### src/rtl/tmds_pkg.sv
// Shared constants and types for the TMDS receive channel: symbol/data widths,
// the four DVI control tokens and the alignment FSM state encoding.
package tmds_pkg;

  localparam int SYM_W  = 10;
  localparam int DATA_W = 8;

  localparam logic [SYM_W-1:0] CTRL_TOKEN_00 = 10'h354;
  localparam logic [SYM_W-1:0] CTRL_TOKEN_01 = 10'h0AB;
  localparam logic [SYM_W-1:0] CTRL_TOKEN_10 = 10'h154;
  localparam logic [SYM_W-1:0] CTRL_TOKEN_11 = 10'h2AB;

  typedef enum logic {
    SEARCH,
    LOCKED
  } state_t;

endpackage

### src/rtl/tmds_symbol_decode.sv
// Combinational TMDS symbol decoder: classifies a 10-bit symbol as a control
// token (with its c1/c0 pair) and undoes the XOR/XNOR + inversion data coding.
module tmds_symbol_decode
  import tmds_pkg::*;
(
  input  logic [SYM_W-1:0]  sym,
  output logic              is_ctrl,
  output logic [1:0]        c,
  output logic [DATA_W-1:0] data
);

  logic [DATA_W-1:0] dataBits;

  always_comb begin
    is_ctrl = 1'b1;
    c       = 2'b00;
    case (sym)
      CTRL_TOKEN_00: c = 2'b00;
      CTRL_TOKEN_01: c = 2'b01;
      CTRL_TOKEN_10: c = 2'b10;
      CTRL_TOKEN_11: c = 2'b11;
      default:       is_ctrl = 1'b0;
    endcase
  end

  // Bit 9 flags a transmitted inversion, bit 8 selects XOR (1) or XNOR (0) chaining.
  always_comb begin
    dataBits = sym[9] ? ~sym[DATA_W-1:0] : sym[DATA_W-1:0];
    data     = '0;
    data[0]  = dataBits[0];
    for (int i = 1; i < DATA_W; i++) begin
      data[i] = sym[8] ? (dataBits[i] ^ dataBits[i-1]) : ~(dataBits[i] ^ dataBits[i-1]);
    end
  end

endmodule

### src/rtl/tmds_channel_decoder.sv
// One TMDS receive channel: bit-slip alignment search on control-token runs,
// lock supervision, and a two-stage symbol register / decoded output pipeline.
module tmds_channel_decoder
  import tmds_pkg::*;
#(
  parameter int CTRL_RUN       = 8,
  parameter int SEARCH_TIMEOUT = 1024,
  parameter int LOSS_TIMEOUT   = 4096
) (
  input  logic              clk,
  input  logic              rst,
  input  logic [SYM_W-1:0]  din,
  output logic [DATA_W-1:0] dout,
  output logic              de,
  output logic              c0,
  output logic              c1,
  output logic              locked,
  output logic [3:0]        offset
);

  localparam int TMO_LIMIT = (SEARCH_TIMEOUT > LOSS_TIMEOUT) ? SEARCH_TIMEOUT : LOSS_TIMEOUT;
  localparam int RUN_W     = $clog2(CTRL_RUN) + 1;
  localparam int TMO_W     = $clog2(TMO_LIMIT) + 1;

  logic [SYM_W-1:0]   prevWord_q;
  logic [SYM_W-1:0]   sym_q;
  logic [2*SYM_W-1:0] wordPair;
  logic [SYM_W-1:0]   window;

  state_t             state_q, state_d;
  logic [3:0]         offset_q, offset_d;
  logic [RUN_W-1:0]   runCnt_q, runCnt_d, runInc;
  logic [TMO_W-1:0]   tmoCnt_q, tmoCnt_d, tmoInc;
  logic [1:0]         settleCnt_q, settleCnt_d;

  logic [DATA_W-1:0]  dout_q;
  logic               de_q, c0_q, c1_q;

  logic               isCtrl;
  logic [1:0]         ctrlBits;
  logic [DATA_W-1:0]  dataBits;

  // Bit 0 of the older word is the earliest bit, so offset 0 selects prev exactly.
  assign wordPair = {din, prevWord_q};
  assign window   = wordPair[offset_q +: SYM_W];

  tmds_symbol_decode uDecode (
    .sym     (sym_q),
    .is_ctrl (isCtrl),
    .c       (ctrlBits),
    .data    (dataBits)
  );

  assign runInc = (runCnt_q == '1) ? runCnt_q : runCnt_q + 1'b1;
  assign tmoInc = (tmoCnt_q == '1) ? tmoCnt_q : tmoCnt_q + 1'b1;

  always_comb begin
    state_d     = state_q;
    offset_d    = offset_q;
    runCnt_d    = runCnt_q;
    tmoCnt_d    = tmoCnt_q;
    settleCnt_d = settleCnt_q;
    case (state_q)
      SEARCH: begin
        tmoCnt_d = tmoInc;
        if (settleCnt_q != 2'd0) begin
          settleCnt_d = settleCnt_q - 2'd1;
          runCnt_d    = '0;
        end else begin
          runCnt_d = isCtrl ? runInc : '0;
        end
        // A completed run takes priority over a timeout landing on the same cycle.
        if (settleCnt_q == 2'd0 && isCtrl && runInc == RUN_W'(CTRL_RUN)) begin
          state_d  = LOCKED;
          runCnt_d = '0;
          tmoCnt_d = '0;
        end else if (tmoInc == TMO_W'(SEARCH_TIMEOUT)) begin
          offset_d    = (offset_q == 4'd9) ? 4'd0 : offset_q + 4'd1;
          runCnt_d    = '0;
          tmoCnt_d    = '0;
          settleCnt_d = 2'd2;
        end
      end
      LOCKED: begin
        tmoCnt_d = isCtrl ? '0 : tmoInc;
        if (!isCtrl && tmoInc == TMO_W'(LOSS_TIMEOUT)) begin
          state_d  = SEARCH;
          runCnt_d = '0;
          tmoCnt_d = '0;
        end
      end
      default: state_d = SEARCH;
    endcase
  end

  always_ff @(posedge clk) begin
    if (rst) begin
      prevWord_q  <= '0;
      sym_q       <= '0;
      state_q     <= SEARCH;
      offset_q    <= '0;
      runCnt_q    <= '0;
      tmoCnt_q    <= '0;
      settleCnt_q <= '0;
    end else begin
      prevWord_q  <= din;
      sym_q       <= window;
      state_q     <= state_d;
      offset_q    <= offset_d;
      runCnt_q    <= runCnt_d;
      tmoCnt_q    <= tmoCnt_d;
      settleCnt_q <= settleCnt_d;
    end
  end

  // Control bits persist through data periods so hsync/vsync stay stable.
  always_ff @(posedge clk) begin
    if (rst || state_q != LOCKED) begin
      dout_q <= '0;
      de_q   <= 1'b0;
      c0_q   <= 1'b0;
      c1_q   <= 1'b0;
    end else if (isCtrl) begin
      dout_q <= '0;
      de_q   <= 1'b0;
      c0_q   <= ctrlBits[0];
      c1_q   <= ctrlBits[1];
    end else begin
      dout_q <= dataBits;
      de_q   <= 1'b1;
    end
  end

  assign dout   = dout_q;
  assign de     = de_q;
  assign c0     = c0_q;
  assign c1     = c1_q;
  assign locked = (state_q == LOCKED);
  assign offset = offset_q;

endmodule

### config.mk
export PLATFORM = sky130hd
export DESIGN_NAME = tmds_channel_decoder
export DESIGN_NICKNAME = d
export VERILOG_FILES = /design/src/rtl/tmds_pkg.sv /design/src/rtl/tmds_symbol_decode.sv /design/src/rtl/tmds_channel_decoder.sv
export SDC_FILE = /design/constraint.sdc
export NUM_CORES = 1
export LEC_CHECK = 0
export ABC_AREA = 1
export CAP_MARGIN = 0
export CORE_MARGIN = 2
export CORE_UTILIZATION = 61
export CTS_CLUSTER_DIAMETER = 40
export DETAILED_ROUTE_END_ITERATION = 10
export HOLD_SLACK_MARGIN = 0.06
export PLACE_DENSITY = 0.83
export SETUP_SLACK_MARGIN = 0.1
export SLEW_MARGIN = 40
export SYNTH_ARGS = -nofsm -noshare
export SYNTH_HDL_FRONTEND = slang
export SYNTH_SLANG_ARGS = --single-unit
### constraint.sdc
create_clock -name clk -period 4.2 [get_ports clk]
set_input_delay 0.42 -clock clk [delete_from_list [all_inputs] [get_ports clk]]
set_output_delay 0.42 -clock clk [all_outputs]
set_load 0.02 [all_outputs]
# ---- Word level (Yosys, flattened, before mapping)
# Cells that the tools add are included.
dict set report classes {
  reduce_logical 10
  n_bitwise 17
  n_shift 1
  addsub 4
  eq_ne 11
  mux 31
}
# cell count
set op_table {}
lappend op_table {{13-bit two-way mux} 5}
lappend op_table {{4-bit two-way mux} 7}
lappend op_table {{13-bit equality test, second input constant} 2}
lappend op_table {{13-bit case mux with 2 select lines} 1}
lappend op_table {{10-bit equality test, second input constant} 2}
lappend op_table {{20-bit by 5-bit indexed part select with 10-bit output} 1}
lappend op_table {{13-bit by 1-bit adder with 13-bit output, second input constant} 1}
lappend op_table {{13-bit by 11-bit equality test with 1-bit output, second input constant} 1}
lappend op_table {{4-bit equality test, second input constant} 3}
lappend op_table {{1-bit two-way mux} 11}
lappend op_table {{10-bit by 8-bit equality test with 1-bit output, second input constant} 1}
lappend op_table {{10-bit by 9-bit equality test with 1-bit output, second input constant} 1}
lappend op_table {{1-bit NOT} 9}
lappend op_table {{4-bit by 1-bit adder with 4-bit output, second input constant} 2}
lappend op_table {{8-bit two-way mux} 1}
lappend op_table {{8-bit NOT} 1}
lappend op_table {{4-bit case mux with 2 select lines} 1}
lappend op_table {{1-bit bitwise XOR} 7}
lappend op_table {{2-bit two-way mux} 3}
lappend op_table {{2-bit case mux with 3 select lines} 1}
lappend op_table {{4-bit OR reduction} 1}
lappend op_table {{1-bit logical AND} 3}
lappend op_table {{3-bit AND reduction} 1}
lappend op_table {{2-bit zero test} 1}
lappend op_table {{other kinds (7)} 7}
dict set report word_totals {
  input_bits 12
  output_inout_bits 16
  word_cells 85
  regBits 55
}

# ---- Depth between registers and ports, before layout
# Gate-level depths: netlist (run 1).
dict set report logic_depth {
  depth_word 8
  ltp_mapped 16
  ltp_nobuf 16
}

# ---- Hierarchy
# From an unflattened synthesis (run 1), not the netlist that was laid out.
dict set report hier_totals {
  hier_cells 534
  area_unflattened_um2 3448.3
}
# mod area_per_inst_um2 seq_area_each_um2 cells_per_inst instances
set by_module_without_submodules {}
lappend by_module_without_submodules {tmds_channel_decoder 3113.0 1101.1 477 1}
lappend by_module_without_submodules {tmds_symbol_decode 335.3 0.0 57 1}

# ---- Worst setup path after synthesis (run 1)
# Ideal clock, no wire load.
dict set report synth_path {
  path_kind {register -> register}
  startpoint {register tmoCnt_q[0]}
  endpoint {register offset_q[2], in the netlist offset[2]}
  setup_ns 0.110
  path_slack_ns 2.328
  stages_incl_launch_ff 16
  n_path_buf 1
  required_ns 4.090
  period_less_slack_ns 1.872
  arrival_ns 1.762
  path_cell_list {dfxtp_1 > ha_1 > inv_2 > nor2_4 > nand2_4 > inv_2 > nand2_2 > buf_6 > nand2_8 > nand2_4 > nor2_4 > nand3_4 > inv_2 > nand2_1 > nand2_1 > nor2_1}
}
dict set report synth_via {
  elab_chain_len 4
  word_cells_on_any_way 5
  classes_between {add/sub: 1; eq/ne: 2; mux: 1; reduce/logical: 1}
}
# element line
set synth_lines {}
lappend synth_lines {{start, declared} tmds_channel_decoder.sv:33} ;# logic [TMO_W-1:0] tmoCnt_q, tmoCnt_d, tmoInc;
lappend synth_lines {{start signal, assigned} tmds_channel_decoder.sv:111} ;# tmoCnt_q <= tmoCnt_d;
lappend synth_lines {{13-bit by 1-bit adder with 13-bit output / 13-bit equality test (equally long branches)} tmds_channel_decoder.sv:55} ;# assign tmoInc = (tmoCnt_q == '1) ? tmoCnt_q : tmoCnt_q + 1'b1;
lappend synth_lines {{13-bit two-way mux *} tmds_channel_decoder.sv:55}
lappend synth_lines {{13-bit by 11-bit equality test with 1-bit output *} tmds_channel_decoder.sv:77} ;# end else if (tmoInc == TMO_W'(SEARCH_TIMEOUT)) begin
lappend synth_lines {{3-bit AND reduction (no line) *} n/a}
lappend synth_lines {{end signal, assigned} tmds_channel_decoder.sv:109} ;# offset_q <= offset_d;
lappend synth_lines {{end, declared} tmds_channel_decoder.sv:31} ;# logic [3:0] offset_q, offset_d;
# Mark *: on every way between the ends. The rest lies on a longest branch, timed or not.
# A chain may end at the register's enable or synchronous reset.

# ---- Final worst setup path (run 1)
dict set report layout_path {
  startpoint {register sym_q[8]}
  endpoint {register tmoCnt_q[1]}
}
dict set report layout_via {
  elab_chain_len 7
  word_cells_on_any_way 14
  classes_between {eq/ne: 4; mux: 5; reduce/logical: 5}
}
# element line
set layout_lines {}
lappend layout_lines {{start, declared} tmds_channel_decoder.sv:26} ;# logic [SYM_W-1:0] sym_q;
lappend layout_lines {{start signal, assigned} tmds_channel_decoder.sv:107} ;# sym_q <= window;
lappend layout_lines {{10-bit equality test, or another cell as far along} tmds_symbol_decode.sv:17} ;# case (sym)
lappend layout_lines {{4-bit OR reduction (no line) *} n/a}
lappend layout_lines {{1-bit two-way mux *} tmds_symbol_decode.sv:17}
lappend layout_lines {{1-bit zero test / 1-bit logical AND (equally long branches)} {tmds_channel_decoder.sv:86, tmds_channel_decoder.sv:73}}
lappend layout_lines {{1-bit logical AND (on tied branches)} {tmds_channel_decoder.sv:86, tmds_channel_decoder.sv:73}}
lappend layout_lines {{13-bit two-way mux (on tied branches)} {tmds_channel_decoder.sv:86, tmds_channel_decoder.sv:73}}
lappend layout_lines {{13-bit case mux with 2 select lines *} tmds_channel_decoder.sv:63} ;# case (state_q)
# Marks and branches as above.

==> impl_metrics.json, run 1 <==
{
  "crit_chain": "nand2_1 -> nor2_1 -> nand3_1 -> nand2_1 -> inv_1 -> nor2_1 -> nand4_1 -> nand3_1 -> a21oi_1",
  "fmax_mhz": 418.1,
  "slew_headroom_pct": 45.27,
  "numCtsBuffers": 5,
  "cts_tree": "built",
  "numClockSinks": 55,
  "grt_max_degree": 40,
  "post_cts_resized": 0,
  "num_vias": 3307,
  "power_density_nw_per_um2": 245.8,
  "hold_path_end": "c0$_SDFFE_PP0N_",
  "drtPass1Iterations": 5,
  "post-dp-hpwl_um": 5497,
  "crit_required_ps": 4380,
  "pin_count": 28,
  "grt_pass1_wl_um": 13170,
  "hold_viol": 0,
  "grt_pass1_vias": 3073,
  "fp.dieArea_um2": 6251,
  "wl_per_cell_um": 12.20,
  "status": "completed",
  "row_count": 27,
  "viasPerCell": 5.439,
  "leakagePower_nw": 1.627,
  "path_class": "reg -> reg",
  "setup-violations-final": 0,
  "cap_violations": 0,
  "arrival_ps": 2570,
  "end_kind": "flip-flop",
  "holdCritStartpoint": "c0$_SDFFE_PP0N_",
  "dp_cells": 600,
  "max_stage_delay_ps": 520,
  "async_flop_share_pct": 0,
  "fin_crit_ps": 2392,
  "die-height_um": 79.07,
  "drive_gt1_share_pct": 8.955,
  "routed_wl_um": 7420,
  "htreeDepth": 2,
  "insertion_delay_ps": 310,
  "synthesis.nets": 539,
  "path_buf_inv": 1,
  "coreArea_um2": 5473,
  "die_x_um": 79.07,
  "r2r_start": "sym_q[8]$_SDFF_PP0_",
  "finalWeightedCongestion": 0.9501,
  "synthToLayoutAreaGrowth_pct": 10.63,
  "clk_path_buf_depth": 2,
  "synth_edf_count": 0,
  "crit_family": "simple AND/OR/NAND/NOR gates",
  "start_util_pct": 62.80,
  "finalCritPeriodShare_pct": 56.95,
  "start_kind": "flip-flop",
  "ant_nets": 0,
  "worstMarginPinSlew_ps": 819.9,
  "diodes": 0,
  "synth_area_um2": 3437,
  "postCtsHoldBufs": 0,
  "clkSlewWorstSetupHoldPaths_ps": 100,
  "reg2reg_depth": 9,
  "ys_ff_latch": 55,
  "hp-class": "reg -> reg",
  "p_total_uw": 934.6,
  "fin_tns_setup_ps": 0,
  "synthFlopType": "dfxtp_1",
  "r2r_setup_slack_ps": 1810,
  "yosysWarningCount": 0,
  "antenna_found_initial": 0,
  "yosysSeqAreaShare_pct": 32.03,
  "slew_violations": 0,
  "rsz0062_at_grt": "no",
  "grt-ovfl-total": 0,
  "cp_max_fo": 20,
  "reg2reg_to": "tmoCnt_q[1]$_SDFF_PP0_",
  "slowest_stage": "dfxtp_1",
  "ir_drop_mv": 0.1693,
  "nets": 553,
  "hold-worst-slack_ps": 483.0,
  "cts-root-buf": "clkbuf_8",
  "drt-initial-drc-count": 157,
  "stdcell_count": 608,
  "postSynthAreaPerCell_um2": 6.597,
  "synth_cell_types": 41,
  "finClkSkew_ps": 10.58,
  "grt_use_total_pct": 25.61,
  "place.port_buffers": 27,
  "hold_path_depth": 2,
  "postCtsSetupRepairBufs": 0,
  "drc_errors": 0,
  "syn_inst": 521
}
-- worst reg2reg max path: cells and delay by family (launching register included) --
kind / cells / cell delay, ps
AO/OA/AOI/OAI: 1 / 100
buffers and inverters: 1 / 280
AND/OR/NAND/NOR: 7 / 1360
flip-flops: 1 / 520
-- where the power goes --
part	switching [mW]	internal (mW)
Sequential	0.0102	0.533
Combinational	0.0543	0.0385
Clock	0.179	0.120
Total	0.244	0.691
-- flip-flops by register name, indices dropped and copies added (netlist names) --
register and count:
runCnt_q 4, dout 8, prevWord_q 10, c0 1, offset 4, locked 1, tmoCnt_q 13, sym_q 10
de 1, settleCnt_q 2, c1 1
-- cell usage after synthesis, types with 3 or more instances --
| cell type | n | area, µm² |
|---|---|---|
| nand2_1 | 123 | 461.7 |
| nand3_1 | 58 | 290.3 |
| inv_1 | 56 | 210.2 |
| dfxtp_1 | 55 | 1101 |
| nor2_1 | 43 | 161.4 |
| o21ai_0 | 35 | 175.2 |
| a21oi_1 | 34 | 170.2 |
| clkbuf_1 | 12 | 45.04 |
| nand2_2 | 10 | 62.56 |
| nand4_1 | 10 | 62.56 |
| xor2_1 | 8 | 70.07 |
| nor2_4 | 7 | 78.83 |
| a31oi_1 | 6 | 37.54 |
| ha_1 | 6 | 75.07 |
| inv_2 | 6 | 22.52 |
| buf_2 | 5 | 25.02 |
| nor3_1 | 5 | 25.02 |
| mux2i_1 | 4 | 40.04 |
| xnor2_1 | 4 | 35.03 |
| nand2_4 | 3 | 33.78 |
| or2_2 | 3 | 18.77 |
-- per-layer routing --
layer,wire length [µm],global-route usage (%),vias up
li1,-,-,1719
met1,3572,34.83,1504
met2,3440,42.03,73
met3,316,3.864,11
met4,91,7.759,0
met5,0,0,-
-- metrics by stage --
| step | worst slack (ps) | utilization [%] | cell area [µm²] |
|---|---|---|---|
| floorplan | 2328 | - | 3437 |
| global placement | 1917 | 67.76 | 3709 |
| global route | 1554 | 69.48 | 3802 |
| CTS | 1837 | 69.48 | 3802 |
| finish | 1808 | 69.48 | 3802 |
| detailed placement | 1843 | 67.76 | 3709 |
-- cell type report --
class                   count  area (µm²)
clock buffers               5       68.82
clock inverters             3       25.02
fillers                   512        1670
inverters                  64       240.2
multi-input cells         380        1992
flip-flops and latches     55        1101
well taps                  72       90.09
repair buffers             29       285.3
-- layout by cell type, fill, tap and decap left out, drive strengths merged, types with 2 or more instances in the layout --
| cell | count |
|---|---|
| nand2 | 137 |
| inv | 62 |
| nand3 | 60 |
| dfxtp | 55 |
| nor2 | 53 |
| o21ai | 37 |
| a21oi | 35 |
| clkdlybuf4s50 | 27 |
| nand4 | 10 |
| xor2 | 8 |
| a31oi | 6 |
| ha | 6 |
| nor3 | 6 |
| clkbuf | 5 |
| mux2i | 4 |
| xnor2 | 4 |
| clkinv | 4 |
| or2 | 3 |
| o211ai | 3 |
| nor4 | 2 |
| nand3b | 2 |
| buf | 2 |
-- worst max path at each step --
stage | from | endpoint | slack, ps | depth (start not counted)
after detailed placement | sym_q[8]$_SDFF_PP0_ | tmoCnt_q[10]$_SDFF_PP0_ | 1840 | 9
after global placement | sym_q[8]$_SDFF_PP0_ | tmoCnt_q[10]$_SDFF_PP0_ | 1920 | 9
final | sym_q[8]$_SDFF_PP0_ | tmoCnt_q[1]$_SDFF_PP0_ | 1810 | 9
after floorplan | tmoCnt_q[0]$_SDFF_PP0_ | offset[2]$_SDFFE_PP0P_ | 2330 | 15
after global routing | sym_q[8]$_SDFF_PP0_ | tmoCnt_q[4]$_SDFF_PP0_ | 1550 | 9
after CTS | sym_q[8]$_SDFF_PP0_ | tmoCnt_q[1]$_SDFF_PP0_ | 1840 | 9
-- cells by family (layout without fill, tap and decap cells) --
kind of cell / count (synthesis) / count (layout) / synth area share [%]
xor gates and xnor gates: 12 / 12 / 3.058
DFF: 55 / 55 / 32.04
buffers and inverters: 86 / 101 / 10.01
and+or+nand+nor: 273 / 273 / 38.19
muxes: 4 / 4 / 1.165
AOI/OAI and AO/OA: 85 / 85 / 13.36
adders and majority gates: 6 / 6 / 2.184
No activity file was read; power rests on OpenSTA's default activity.
==> run 2, diff against run 1 <==
--- a/config.mk
+++ b/config.mk
@@ -8,11 +8,11 @@
 export ABC_AREA = 1
 export CAP_MARGIN = 0
 export CORE_MARGIN = 2
-export CORE_UTILIZATION = 61
+export CORE_UTILIZATION = 58
 export CTS_CLUSTER_DIAMETER = 40
 export DETAILED_ROUTE_END_ITERATION = 10
 export HOLD_SLACK_MARGIN = 0.06
-export PLACE_DENSITY = 0.83
+export PLACE_DENSITY = 0.8
 export SETUP_SLACK_MARGIN = 0.1
 export SLEW_MARGIN = 40
 export SYNTH_ARGS = -nofsm -noshare
==> constraint.sdc (replaced) <==
create_clock -name clk -period 2.4 [get_ports clk]
set_input_delay 0.24 -clock clk [delete_from_list [all_inputs] [get_ports clk]]
set_output_delay 0.24 -clock clk [all_outputs]
set_load 0.02 [all_outputs]
==> impl_metrics.json, run 2 (same netlist as run 1, synthesis figures left out) <==
{
  "status": "completed",
  "fin_crit_ps": 2087,
  "top_register": "tmoCnt_q",
  "place.port_buffers": 27,
  "grt_max_degree": 31,
  "antenna_found_initial": 0,
  "viasPerCell": 5.365,
  "num_vias": 3326,
  "max_stage_delay_ps": 400,
  "cap_violations": 0,
  "crit_top_cell": "nand2_2",
  "slowest_stage": "dfxtp_1",
  "wl_per_cell_um": 12.68,
  "final_cell_mix": "123 x nand2_1, 58 x nand3_1, 56 x inv_1",
  "slew_violations": 0,
  "path_buf_inv": 3,
  "setup-violations-final": 0,
  "post-dp-hpwl_um": 5931,
  "drt-initial-drc-count": 199,
  "grt_use_total_pct": 25.68,
  "r2r_setup_slack_ps": 310,
  "pin_count": 28,
  "finClkSkew_ps": 17.94,
  "cp_max_fo": 9,
  "drive_gt1_share_pct": 10.83,
  "insertion_delay_ps": 330,
  "path_class": "reg -> reg",
  "fin_tns_setup_ps": 0,
  "slew_headroom_pct": 59.51,
  "start_kind": "flip-flop",
  "arrival_ps": 2310,
  "top_usage_layer": "met2",
  "drtPass1Iterations": 5,
  "numClockSinks": 55,
  "crit_required_ps": 2630,
  "final_common_cell": "nand2_1",
  "postCtsHoldBufs": 0,
  "grt_pass1_vias": 3048,
  "fmax_mhz": 479.1,
  "crit_family": "simple AND/OR/NAND/NOR gates",
  "die-height_um": 80.98,
  "diodes": 0,
  "nets": 562,
  "stdcell_count": 620,
  "use_met3_pct": 3.889,
  "htreeDepth": 2,
  "coreArea_um2": 5816,
  "row_count": 28,
  "largest_register_ffs": 13,
  "use_met1_pct": 34.68,
  "hp-class": "in -> reg",
  "drc_errors": 0,
  "rsz0062_at_grt": "no",
  "synthToLayoutAreaGrowth_pct": 12.89,
  "worstMarginPinSlew_ps": 606.6,
  "fp.dieArea_um2": 6558,
  "cts_tree": "built",
  "top_regs": "tmoCnt_q x13, prevWord_q x10, sym_q x10",
  "ant_nets": 0,
  "crit_chain": "ha_2 -> inv_2 -> nor2_4 -> nand2_4 -> inv_2 -> nand2_2 -> nand2_2 -> nand2_2 -> nor2_4 -> nand2_4 -> nor2_8 -> nand2_2 -> o211ai_2 -> inv_1",
  "start_util_pct": 59.10,
  "grt_pass1_wl_um": 13320,
  "hold_viol": 0,
  "ir_drop_mv": 0.3357,
  "routed_wl_um": 7861,
  "leakagePower_nw": 1.670,
  "grt-ovfl-total": 0,
  "cts-root-buf": "clkbuf_8",
  "finalWeightedCongestion": 0.9100,
  "numCtsBuffers": 5,
  "grtUsageMet2_pct": 42.73,
  "clk_path_buf_depth": 2,
  "power_density_nw_per_um2": 431.4,
  "end_kind": "flip-flop",
  "finalCritPeriodShare_pct": 86.97,
  "clkSlewWorstSetupHoldPaths_ps": 110,
  "die_x_um": 80.98,
  "dp_cells": 612
}
-- run 2: changes by cell type in the layout (fill, tap and decap cells not counted) --
cell,before,now
ha_1,6,5
ha_2,0,1
buf_4,2,11
inv_8,0,1
dfxtp_2,0,1
dfxtp_1,55,54
clkinv_4,2,1
-- run 2: where the power goes --
part | internal, mW | switching, mW | total [mW]
sequential | 0.933 | 0.0175 | 0.950
clock | 0.215 | 0.343 | 0.558
combinational | 0.0694 | 0.0957 | 0.165
total | 1.22 | 0.456 | 1.67
-- run 2: timing repair --
item                                    4_1_cts  5_1_grt
resized for setup                             0        2
buffers inserted                              0        0
endpoints found under the setup margin        0       12
hold endpoints to repair                      0        0
-- run 2: metal layers --
layer | share of wire, % | vias up
met5 | 0 | -
met4 | 0.95 | 0
met3 | 4.1 | 7
met2 | 47 | 85
met1 | 48 | 1494
li1 | - | 1740
-- run 2: per-stage QoR --
step	area, µm²	power (mW)	hold slack [ps]	setup WS, ps	utilization (%)
6_report	3880	1.674	457.8	312.7	66.72
5_1_grt	3880	1.739	479.6	149.4	66.72
4_1_cts	3876	1.681	458.4	181.6	66.65
3_5_place_dp	3780	1.134	474.8	190.4	65.00
3_3_place_gp	3780	1.129	453.1	290.7	65.00
2_1_floorplan	3437	1.084	361.9	528.5	-
-- run 2: path summary, 6_finish.rpt --
| check | from | end | cells after the start |
|---|---|---|---|
| worst max-delay path | tmoCnt_q[1]$_SDFF_PP0_ | locked$_SDFF_PP0_ | 14 |
| worst min-delay path | din[5] | prevWord_q[5]$_SDFF_PP0_ | 3 |
| worst max register to register | tmoCnt_q[1]$_SDFF_PP0_ | locked$_SDFF_PP0_ | 14 |
| worst min register to register | c0$_SDFFE_PP0N_ | c0$_SDFFE_PP0N_ | 2 |
-- run 2: layout make-up --
cell class | instances | area, µm²
Multi-Input combinational cell | 380 | 1994
Fill cell | 548 | 1936
Sequential cell | 55 | 1102
Timing Repair Buffer | 38 | 352.8
Inverter | 64 | 240.2
Tap cell | 75 | 93.84
Clock buffer | 5 | 68.82
Clock inverter | 3 | 27.53
-- run 2: tightest hold or removal path: cells and delay by family --
| kind | cells | cell delay, ps |
|---|---|---|
| AND/OR/NAND/NOR | 1 | 40 |
| buffers and inverters | 2 | 480 |
